===== config.mk =====
export PLATFORM = sky130hd
export DESIGN_NAME = ada_add_pipe_flat
export DESIGN_NICKNAME = d
export VERILOG_FILES = /design/src/rtl/ada_add_pipe_pkg.sv /design/src/rtl/ada_add_pipe_if.sv /design/src/rtl/ada_add_pipe_slice.sv /design/src/rtl/ada_add_pipe.sv /design/src/flat_wrapper.sv
export SDC_FILE = /design/constraint.sdc
export NUM_CORES = 1
export LEC_CHECK = 0
export BUFFER_PORTS_ARGS = -buffer_cell sky130_fd_sc_hd__buf_2
export CAP_MARGIN = 20
export CORE_UTILIZATION = 50
export CTS_CLUSTER_DIAMETER = 100
export DETAILED_ROUTE_END_ITERATION = 10
export PLACE_DENSITY = 0.76
export SLEW_MARGIN = 20
export SYNTH_ARGS = -nofsm -noshare
export SYNTH_HDL_FRONTEND = slang
export SYNTH_SLANG_ARGS = --single-unit

===== constraint.sdc =====
create_clock -name clk -period 3.9 [get_ports clk]
set_input_delay 0.78 -clock clk [delete_from_list [all_inputs] [get_ports clk]]
set_output_delay 0.78 -clock clk [all_outputs]
set_load 0.005 [all_outputs]

===== src/rtl/ada_add_pipe_pkg.sv =====
// Shared constants for the segmented add/sub pipeline: default word width and op encodings.
// No logic; imported by the interface, slice and top.
package ada_pkg;
    localparam int   ADA_WORD_W = 32;
    localparam logic ADA_OP_ADD = 1'b0;
    localparam logic ADA_OP_SUB = 1'b1;
endpackage


===== src/rtl/ada_add_pipe_if.sv =====
// Operand/result handshake bundle; master drives operands and out_ready, slave is the adder.
// Both directions use valid/ready; transfer when valid && ready on the rising edge.
interface ada_add_pipe_if
    import ada_pkg::*;
#(
    parameter int WIDTH = ADA_WORD_W
);
    logic [WIDTH-1:0] a;
    logic [WIDTH-1:0] b;
    logic             sub;
    logic             in_valid;
    logic             in_ready;
    logic [WIDTH-1:0] c;
    logic             carry;
    logic             overflow;
    logic             zero;
    logic             out_valid;
    logic             out_ready;

    modport master (
        output a, b, sub, in_valid, out_ready,
        input  in_ready, c, carry, overflow, zero, out_valid
    );

    modport slave (
        input  a, b, sub, in_valid, out_ready,
        output in_ready, c, carry, overflow, zero, out_valid
    );
endinterface


===== src/rtl/ada_add_pipe_slice.sv =====
// One SW-bit slice of the segmented adder plus its stage register; 1 cycle per slice.
// Loads only when adv_i is high, otherwise holds everything (global stall).
module ada_add_slice
    import ada_pkg::*;
#(
    parameter int WIDTH = 32,
    parameter int SW    = 16,
    parameter int IDX   = 0
) (
    input  logic             clk,
    input  logic             rst_n,
    input  logic             adv_i,
    input  logic             vld_i,
    input  logic             sub_i,
    input  logic             cin_i,
    input  logic [WIDTH-1:0] a_i,
    input  logic [WIDTH-1:0] b_i,
    input  logic [WIDTH-1:0] res_i,
    output logic             vld_o,
    output logic             sub_o,
    output logic             cout_o,
    output logic             ovf_o,
    output logic             zero_o,
    output logic [WIDTH-1:0] a_o,
    output logic [WIDTH-1:0] b_o,
    output logic [WIDTH-1:0] res_o
);
    localparam int LSB = IDX * SW;

    logic [SW-1:0]    a_s;
    logic [SW-1:0]    b_s;
    logic [SW:0]      sum;
    logic [SW-1:0]    low;
    logic [WIDTH-1:0] res_d;

    logic             vld_q, sub_q, cout_q, ovf_q, zero_q;
    logic [WIDTH-1:0] a_q, b_q, res_q;

    always_comb begin
        a_s   = a_i[LSB +: SW];
        b_s   = (sub_i == ADA_OP_SUB) ? ~b_i[LSB +: SW] : b_i[LSB +: SW];
        sum   = {1'b0, a_s} + {1'b0, b_s} + {{SW{1'b0}}, cin_i};
        // low[SW-1] is the carry into this slice's MSB; only meaningful for the top slice
        low   = {1'b0, a_s[SW-2:0]} + {1'b0, b_s[SW-2:0]} + {{(SW-1){1'b0}}, cin_i};
        res_d = res_i;
        res_d[LSB +: SW] = sum[SW-1:0];
    end

    always_ff @(posedge clk or negedge rst_n) begin
        if (!rst_n) begin
            vld_q  <= 1'b0;
            sub_q  <= 1'b0;
            cout_q <= 1'b0;
            ovf_q  <= 1'b0;
            zero_q <= 1'b0;
            a_q    <= '0;
            b_q    <= '0;
            res_q  <= '0;
        end else if (adv_i) begin
            vld_q  <= vld_i;
            sub_q  <= sub_i;
            cout_q <= sum[SW];
            ovf_q  <= low[SW-1] ^ sum[SW];
            zero_q <= (res_d == '0);
            a_q    <= a_i;
            b_q    <= b_i;
            res_q  <= res_d;
        end
    end

    assign vld_o  = vld_q;
    assign sub_o  = sub_q;
    assign cout_o = cout_q;
    assign ovf_o  = ovf_q;
    assign zero_o = zero_q;
    assign a_o    = a_q;
    assign b_o    = b_q;
    assign res_o  = res_q;
endmodule


===== src/rtl/ada_add_pipe.sv =====
// Pipelined WIDTH-bit add/sub split into STAGES carry-registered slices; latency STAGES cycles.
// Whole pipe stalls when the result is held (out_valid && !out_ready); in_ready mirrors that.
module ada_add_pipe
    import ada_pkg::*;
#(
    parameter int WIDTH  = ADA_WORD_W,
    parameter int STAGES = 2
) (
    input  logic          clk,
    input  logic          rst_n,
    ada_add_pipe_if.slave bus
);
    localparam int SW = WIDTH / STAGES;

    if (WIDTH < 8 || WIDTH > 64 || STAGES < 1 || STAGES > 4 || (WIDTH % STAGES) != 0) begin : g_bad_cfg
        $error("ada_add_pipe: illegal WIDTH/STAGES combination");
    end

    logic             adv;
    logic [STAGES:0]  vld_w, sub_w, cout_w;
    logic [STAGES-1:0] ovf_w, zero_w;
    logic [WIDTH-1:0] a_w   [STAGES+1];
    logic [WIDTH-1:0] b_w   [STAGES+1];
    logic [WIDTH-1:0] res_w [STAGES+1];

    assign adv          = !bus.out_valid || bus.out_ready;
    assign bus.in_ready = adv;

    // Stage 0 inputs: carry-in of the LSB slice is the sub bit (A + ~B + 1)
    assign vld_w[0]  = bus.in_valid;
    assign sub_w[0]  = bus.sub;
    assign cout_w[0] = bus.sub;
    assign a_w[0]    = bus.a;
    assign b_w[0]    = bus.b;
    assign res_w[0]  = '0;

    for (genvar k = 0; k < STAGES; k++) begin : g_slice
        ada_add_slice #(
            .WIDTH (WIDTH),
            .SW    (SW),
            .IDX   (k)
        ) u_slice (
            .clk    (clk),
            .rst_n  (rst_n),
            .adv_i  (adv),
            .vld_i  (vld_w[k]),
            .sub_i  (sub_w[k]),
            .cin_i  (cout_w[k]),
            .a_i    (a_w[k]),
            .b_i    (b_w[k]),
            .res_i  (res_w[k]),
            .vld_o  (vld_w[k+1]),
            .sub_o  (sub_w[k+1]),
            .cout_o (cout_w[k+1]),
            .ovf_o  (ovf_w[k]),
            .zero_o (zero_w[k]),
            .a_o    (a_w[k+1]),
            .b_o    (b_w[k+1]),
            .res_o  (res_w[k+1])
        );
    end

    assign bus.out_valid = vld_w[STAGES];
    assign bus.c         = res_w[STAGES];
    assign bus.carry     = cout_w[STAGES];
    assign bus.overflow  = ovf_w[STAGES-1];
    assign bus.zero      = zero_w[STAGES-1];

    // Flags from intermediate slices and fully consumed operands leave the pipe here
    logic unused_tail;
    assign unused_tail = ^{sub_w[STAGES], a_w[STAGES], b_w[STAGES], ovf_w, zero_w};
endmodule


===== src/flat_wrapper.sv =====
// flat-port wrapper written by rule: the top's interface ports become plain ports
module ada_add_pipe_flat import ada_pkg::*;
#(
    parameter int WIDTH  = ADA_WORD_W,
    parameter int STAGES = 2
)
  (clk, rst_n, bus_a, bus_b, bus_sub, bus_in_valid, bus_out_ready, bus_in_ready, bus_c, bus_carry, bus_overflow, bus_zero, bus_out_valid);
  ada_add_pipe_if #(.WIDTH(WIDTH)) bus_i ();
  input  logic clk;
  input  logic rst_n;
  input wire logic [$bits(bus_i.a)-1:0] bus_a;
  input wire logic [$bits(bus_i.b)-1:0] bus_b;
  input wire logic [$bits(bus_i.sub)-1:0] bus_sub;
  input wire logic [$bits(bus_i.in_valid)-1:0] bus_in_valid;
  input wire logic [$bits(bus_i.out_ready)-1:0] bus_out_ready;
  output wire logic [$bits(bus_i.in_ready)-1:0] bus_in_ready;
  output wire logic [$bits(bus_i.c)-1:0] bus_c;
  output wire logic [$bits(bus_i.carry)-1:0] bus_carry;
  output wire logic [$bits(bus_i.overflow)-1:0] bus_overflow;
  output wire logic [$bits(bus_i.zero)-1:0] bus_zero;
  output wire logic [$bits(bus_i.out_valid)-1:0] bus_out_valid;
  assign bus_i.a = bus_a;
  assign bus_i.b = bus_b;
  assign bus_i.sub = bus_sub;
  assign bus_i.in_valid = bus_in_valid;
  assign bus_i.out_ready = bus_out_ready;
  assign bus_in_ready = bus_i.in_ready;
  assign bus_c = bus_i.c;
  assign bus_carry = bus_i.carry;
  assign bus_overflow = bus_i.overflow;
  assign bus_zero = bus_i.zero;
  assign bus_out_valid = bus_i.out_valid;
  ada_add_pipe #(.WIDTH(WIDTH), .STAGES(STAGES)) u_core (.clk(clk), .rst_n(rst_n), .bus(bus_i));
endmodule

Word level (Yosys, flattened, before mapping). Index checks and enable logic that the tools add are counted.

Register bits after elaboration: 119. Input port bits: 69. Output and inout port bits: 37. Logic and storage cells: 25.

$add $sub $neg: 6. Muxes and demuxes: 2. Bitwise gates (word level): 3. Reductions and logical operators: 3.

Operators by type and width (number): adder 16 x 16 -> 17 bit (2); adder 17 x 1 -> 17 bit (2); zero test 32 bit (1); 2-to-1 mux 16 bit (2); NOT 16 bit (2); adder 15 x 15 -> 16 bit (1); adder 16 x 1 -> 16 bit (1); zero test 1 bit (1); logical OR 1 bit (1); XOR 1 bit (1).

Logic depth before layout (Yosys ltp).
Word-level depth: 5. Depth in mapped cells: 13. Gate-level depth less buffers: 11.

Cells and area by module. Synthesis repeated with hierarchy kept, for this count alone.

Cells, all modules: 721. Area, all modules: 9614.2 µm².

By module, submodules not included: ada_add_slice at u_core.g_slice[1].u_slice (times used 1, cells each 360, area each 4812.1 µm², seq. area each 2527.4 µm²); ada_add_slice at u_core.g_slice[0].u_slice (times used 1, cells each 359, area each 4792.1 µm², seq. area each 2527.4 µm²); ada_add_pipe (times used 1, cells each 2, area each 10.0 µm², seq. area each 0.0 µm²).

Worst setup path before layout. Ideal clock, no wire load.

Path kind: flip-flop to flip-flop. From: reg u_core.g_slice[0].u_slice.sub_q. To: reg u_core.g_slice[1].u_slice.zero_q. Library setup time: 0.083 ns. Arrival: 3.608 ns. Data required time: 3.817 ns. Path slack: 0.209 ns. Cell stages (with the launch flop): 14. Buffers on the path: 2. Clock period less this slack: 3.691 ns. Cells stage by stage: dfrtp_1 > clkbuf_1 > clkbuf_1 > xnor2_1 > fa_1 > fa_1 > nand2b_1 > a211oi_1 > o21ai_0 > a31oi_1 > xor2_1 > nor4b_1 > nand4_1 > o21ai_0.

Word-level cells in the longest chain between the ends: 4.

RTL lines: start, declared (line ada_add_pipe_slice.sv:36) `logic vld_q, sub_q, cout_q, ovf_q, zero_q;`; start signal, assigned (line ada_add_pipe_slice.sv:61) `sub_q <= sub_i;`; 2-to-1 mux 16 bit (line ada_add_pipe_slice.sv:41) `b_s = (sub_i == ADA_OP_SUB) ? ~b_i[LSB +: SW] : b_i[LSB +: SW];`; adder 16 x 16 -> 17 bit (line ada_add_pipe_slice.sv:42) `sum = {1'b0, a_s} + {1'b0, b_s} + {{SW{1'b0}}, cin_i};`; adder 17 x 1 -> 17 bit (line ada_add_pipe_slice.sv:42); zero test 32 bit (line ada_add_pipe_slice.sv:64) `zero_q <= (res_d == '0);`; end signal, assigned (line ada_add_pipe_slice.sv:64); end, declared (line ada_add_pipe_slice.sv:36).

No other way between the ends. A chain may end at the register's enable or synchronous reset.

Worst setup path in the final report. Ends and elaborated chain as after synthesis.

==> impl_metrics.env <==
export IMPL_floorplan_initialDensity=0.514
export IMPL_worst_slack_ns=0.463
export IMPL_root_buffer="clkbuf_8"
export IMPL_viasPerCell=5.27
export IMPL_critPathMaxFanout=16
export IMPL_port_buffers=105
export IMPL_synthCells=573
export IMPL_synth_area_leader_cell="dfrtp_1"
export IMPL_htreeDepth=3
export IMPL_antenna_left=0
export IMPL_finalHoldViolCount=0
export IMPL_swShare=0.369
export IMPL_ys_seq_area_frac=0.433
export IMPL_dp_slack_ns=0.485
export IMPL_worstReg2RegEnd="u_core.g_slice[1].u_slice.zero_o"
export IMPL_max_slew_margin=0.439
export IMPL_critPathKind="flip-flop to flip-flop"
export IMPL_io_pins=106
export IMPL_holdPathEnd="u_core.g_slice[0].u_slice.vld_o"
export IMPL_hold_path_class="flip-flop to flip-flop"
export IMPL_worst_setup_path_start_kind="flip-flop"
export IMPL_clock_path_buffers=2
export IMPL_ctsResizeCount=0
export IMPL_regArea_um2=2180
export IMPL_clk_pin_slew_ns=0.09
export IMPL_async_flop_share=1.00
export IMPL_yosys_most_used_dff="dfrtp_1"
export IMPL_die_x_um=102
export IMPL_syn_avg_cell_area_um2=8.77
export IMPL_cp_end_kind="flip-flop"
export IMPL_p_sw_mw=1.23
export IMPL_synthesis_nets=675
export IMPL_grt_pass1_vias=4089
export IMPL_floorplan_core_area_um2=9770
export IMPL_postCtsSetupBuffers=0
export IMPL_period_needed_ns=3.44
export IMPL_gr_total_overflow=0
export IMPL_fin_crit_sh=0.881
export IMPL_cts_tree="done"
export IMPL_hold_start="u_core.g_slice[0].u_slice.vld_o"
export IMPL_n_antenna_cell=0
export IMPL_die_y_um=102
export IMPL_intPower_mw=2.10
export IMPL_routed_wl_mm=11.3
export IMPL_grt_pass1_wl_mm=19.1
export IMPL_worst_slew_pin_slew_ns=0.841
export IMPL_irDropWorstVdd_v=0.000375
export IMPL_dpl_hpwl_mm=8.39
export IMPL_pwr_share_comb=0.395
export IMPL_num_vias=4245
export IMPL_setup_viol=0
export IMPL_maxSlewViolCount=0
export IMPL_powerDensity_nw_per_um2=566
export IMPL_cts_made_buffers=9
export IMPL_dieArea_um2=10500
export IMPL_finClkSkew_ns=0.00969
export IMPL_hold_depth=2
export IMPL_ys_ff_latch=87
export IMPL_cts_sinks=87
export IMPL_wl_per_cell_um=14.1
export IMPL_rrSetupSlack_ns=0.46
export IMPL_syn_area_um2=5030
export IMPL_synth_edf_count=0
export IMPL_rr_startpoint="u_core.g_slice[0].u_slice.sub_o"
export IMPL_rsz0062_at_grt="no"
export IMPL_drt_initial_drc_count=212
export IMPL_power_frac_clock=0.206
export IMPL_tns_ns=0
export IMPL_grt_max_degree=88
export IMPL_seqPwrFrac=0.399
export IMPL_synthTopCellsByCount="185 x nand2_1, 87 x dfrtp_1, 42 x xor2_1, 31 x nor2_1, 30 x ha_1"
export IMPL_drive_gt1_frac=0.208
export IMPL_status="finished, final reports clean"
export IMPL_ys_warn_count=0
export IMPL_synth_area_leaders="dfrtp_1 43%, nand2_1 14%, ha_1 7.5%, xor2_1 7.3%, a21oi_1 2.9%"
export IMPL_multiInputGateArea_um2=2720
export IMPL_nets=770
export IMPL_syn_to_final_growth_pct=16.9
export IMPL_required_ns=4.19
export IMPL_grt_use_total=0.236
export IMPL_cts_hold_buf=0
export IMPL_antenna_found_initial=0
export IMPL_critPathArrivalTime_ns=3.72
export IMPL_rows=36
export IMPL_insertion_delay_ns=0.37
export IMPL_dr_pass1_iters=4
export IMPL_reg2reg_depth=11
export IMPL_synth_top_area_share=0.433
export IMPL_drc=0
export IMPL_drv_cap=0
export IMPL_gp_congestion=0.840
export IMPL_synth_most_common_cell="nand2_1"
export IMPL_nFillCells=859
export IMPL_leakage_nw=2.97
export IMPL_fmax_mhz=291
export IMPL_synth_distinct_cells=57
## cell type report
class | count | share of cell area
clock inverter | 5 | 0.0141
inverter | 8 | 0.00511
multi-input combinational | 452 | 0.463
timing repair buffer | 110 | 0.0969
tap | 133 | 0.0283
clock buffer | 11 | 0.0224
sequential | 87 | 0.370
## logic make-up after synthesis
kind of cell	after synthesis	share of synthesized area
DFF	87	0.433
AOI/OAI and AO/OA	94	0.123
muxes	4	0.00971
and+or+nand+nor	267	0.226
xor gates and xnor gates	54	0.0941
buffers and inverters	34	0.0271
adders and majority gates	33	0.0866
## power by group through the flow
stage / Sequential (mW) / Combinational, mW / Clock, mW
after floorplan: 1.32 / 0.884 / 0
after global placement: 1.33 / 1.27 / 0
after detailed placement: 1.34 / 1.32 / 0
after CTS: 1.33 / 1.32 / 0.703
after global routing: 1.36 / 1.50 / 0.737
final: 1.33 / 1.31 / 0.685
## critical path: stages (launching register included)
cell	delay (ns)
dfrtp_1	0.37
buf_4	0.28
xor2_1	0.22
inv_1	0.08
fa_1	0.56
nor4b_1	0.30
nand4_1	0.18
a2111oi_0	0.56
o2111ai_1	0.25
nor4b_1	0.29
nand4_1	0.12
o21ai_0	0.15
## routing by layer
metal,wire [um],track usage,up-vias,part of all wire
li1,-,-,2121,-
met1,4890,0.298,1987,0.43
met2,5700,0.399,117,0.50
met3,513,0.0479,20,0.045
met4,239,0.0890,0,0.021
met5,0,0,-,0
## worst max path at each step
stage,from,end,slack (ns),depth (start not counted)
global placement,u_core.g_slice[0].u_slice.sub_o,u_core.g_slice[1].u_slice.zero_o,0.48,11
CTS,u_core.g_slice[0].u_slice.sub_o,u_core.g_slice[1].u_slice.zero_o,0.45,11
detailed placement,u_core.g_slice[0].u_slice.sub_o,u_core.g_slice[1].u_slice.zero_o,0.49,11
floorplan,u_core.g_slice[0].u_slice.sub_o,u_core.g_slice[1].u_slice.zero_o,0.21,13
global route,u_core.g_slice[0].u_slice.sub_o,u_core.g_slice[1].u_slice.zero_o,0.11,11
finish,u_core.g_slice[0].u_slice.sub_o,u_core.g_slice[1].u_slice.zero_o,0.46,11
## sequential cells by signal (all words and copies together) (netlist names)
register                       flops
u_core.g_slice.u_slice.res_o      48
u_core.g_slice.u_slice.cout_o      2
u_core.g_slice.u_slice.ovf_o       1
u_core.g_slice.u_slice.zero_o      1
u_core.g_slice.u_slice.a_o        16
u_core.g_slice.u_slice.vld_o       2
u_core.g_slice.u_slice.b_o        16
u_core.g_slice.u_slice.sub_o       1
## per-stage QoR
| step | cells | total power [mW] | hold WS [ns] | utilization | area [um^2] |
|---|---|---|---|---|---|
| 2_1_floorplan | 573 | 2.20 | 0.430 | - | 5030 |
| 3_3_place_gp | 790 | 2.60 | 0.446 | 0.579 | 5660 |
| 3_5_place_dp | 790 | 2.66 | 0.447 | 0.579 | 5660 |
| 4_1_cts | 806 | 3.35 | 0.466 | 0.601 | 5870 |
| 5_1_grt | 806 | 3.59 | 0.486 | 0.601 | 5880 |
| 6_report | 806 | 3.33 | 0.463 | 0.601 | 5880 |
## cells in the final DEF (no fill, tap or decap), types with 4 or more instances in the layout
| master | n |
|---|---|
| inv_1 | 7 |
| nand2_1 | 185 |
| buf_4 | 5 |
| a21o_1 | 8 |
| dfrtp_1 | 87 |
| nor4b_1 | 4 |
| xnor2_1 | 12 |
| clkbuf_8 | 9 |
| nor3_1 | 9 |
| a31oi_1 | 6 |
| a21oi_1 | 29 |
| nor4_1 | 4 |
| o21ai_0 | 23 |
| buf_2 | 104 |
| nand3_1 | 8 |
| xor2_1 | 42 |
| ha_1 | 30 |
| nor2b_1 | 4 |
| nor2_1 | 31 |
(Power assumes the default switching activity.)
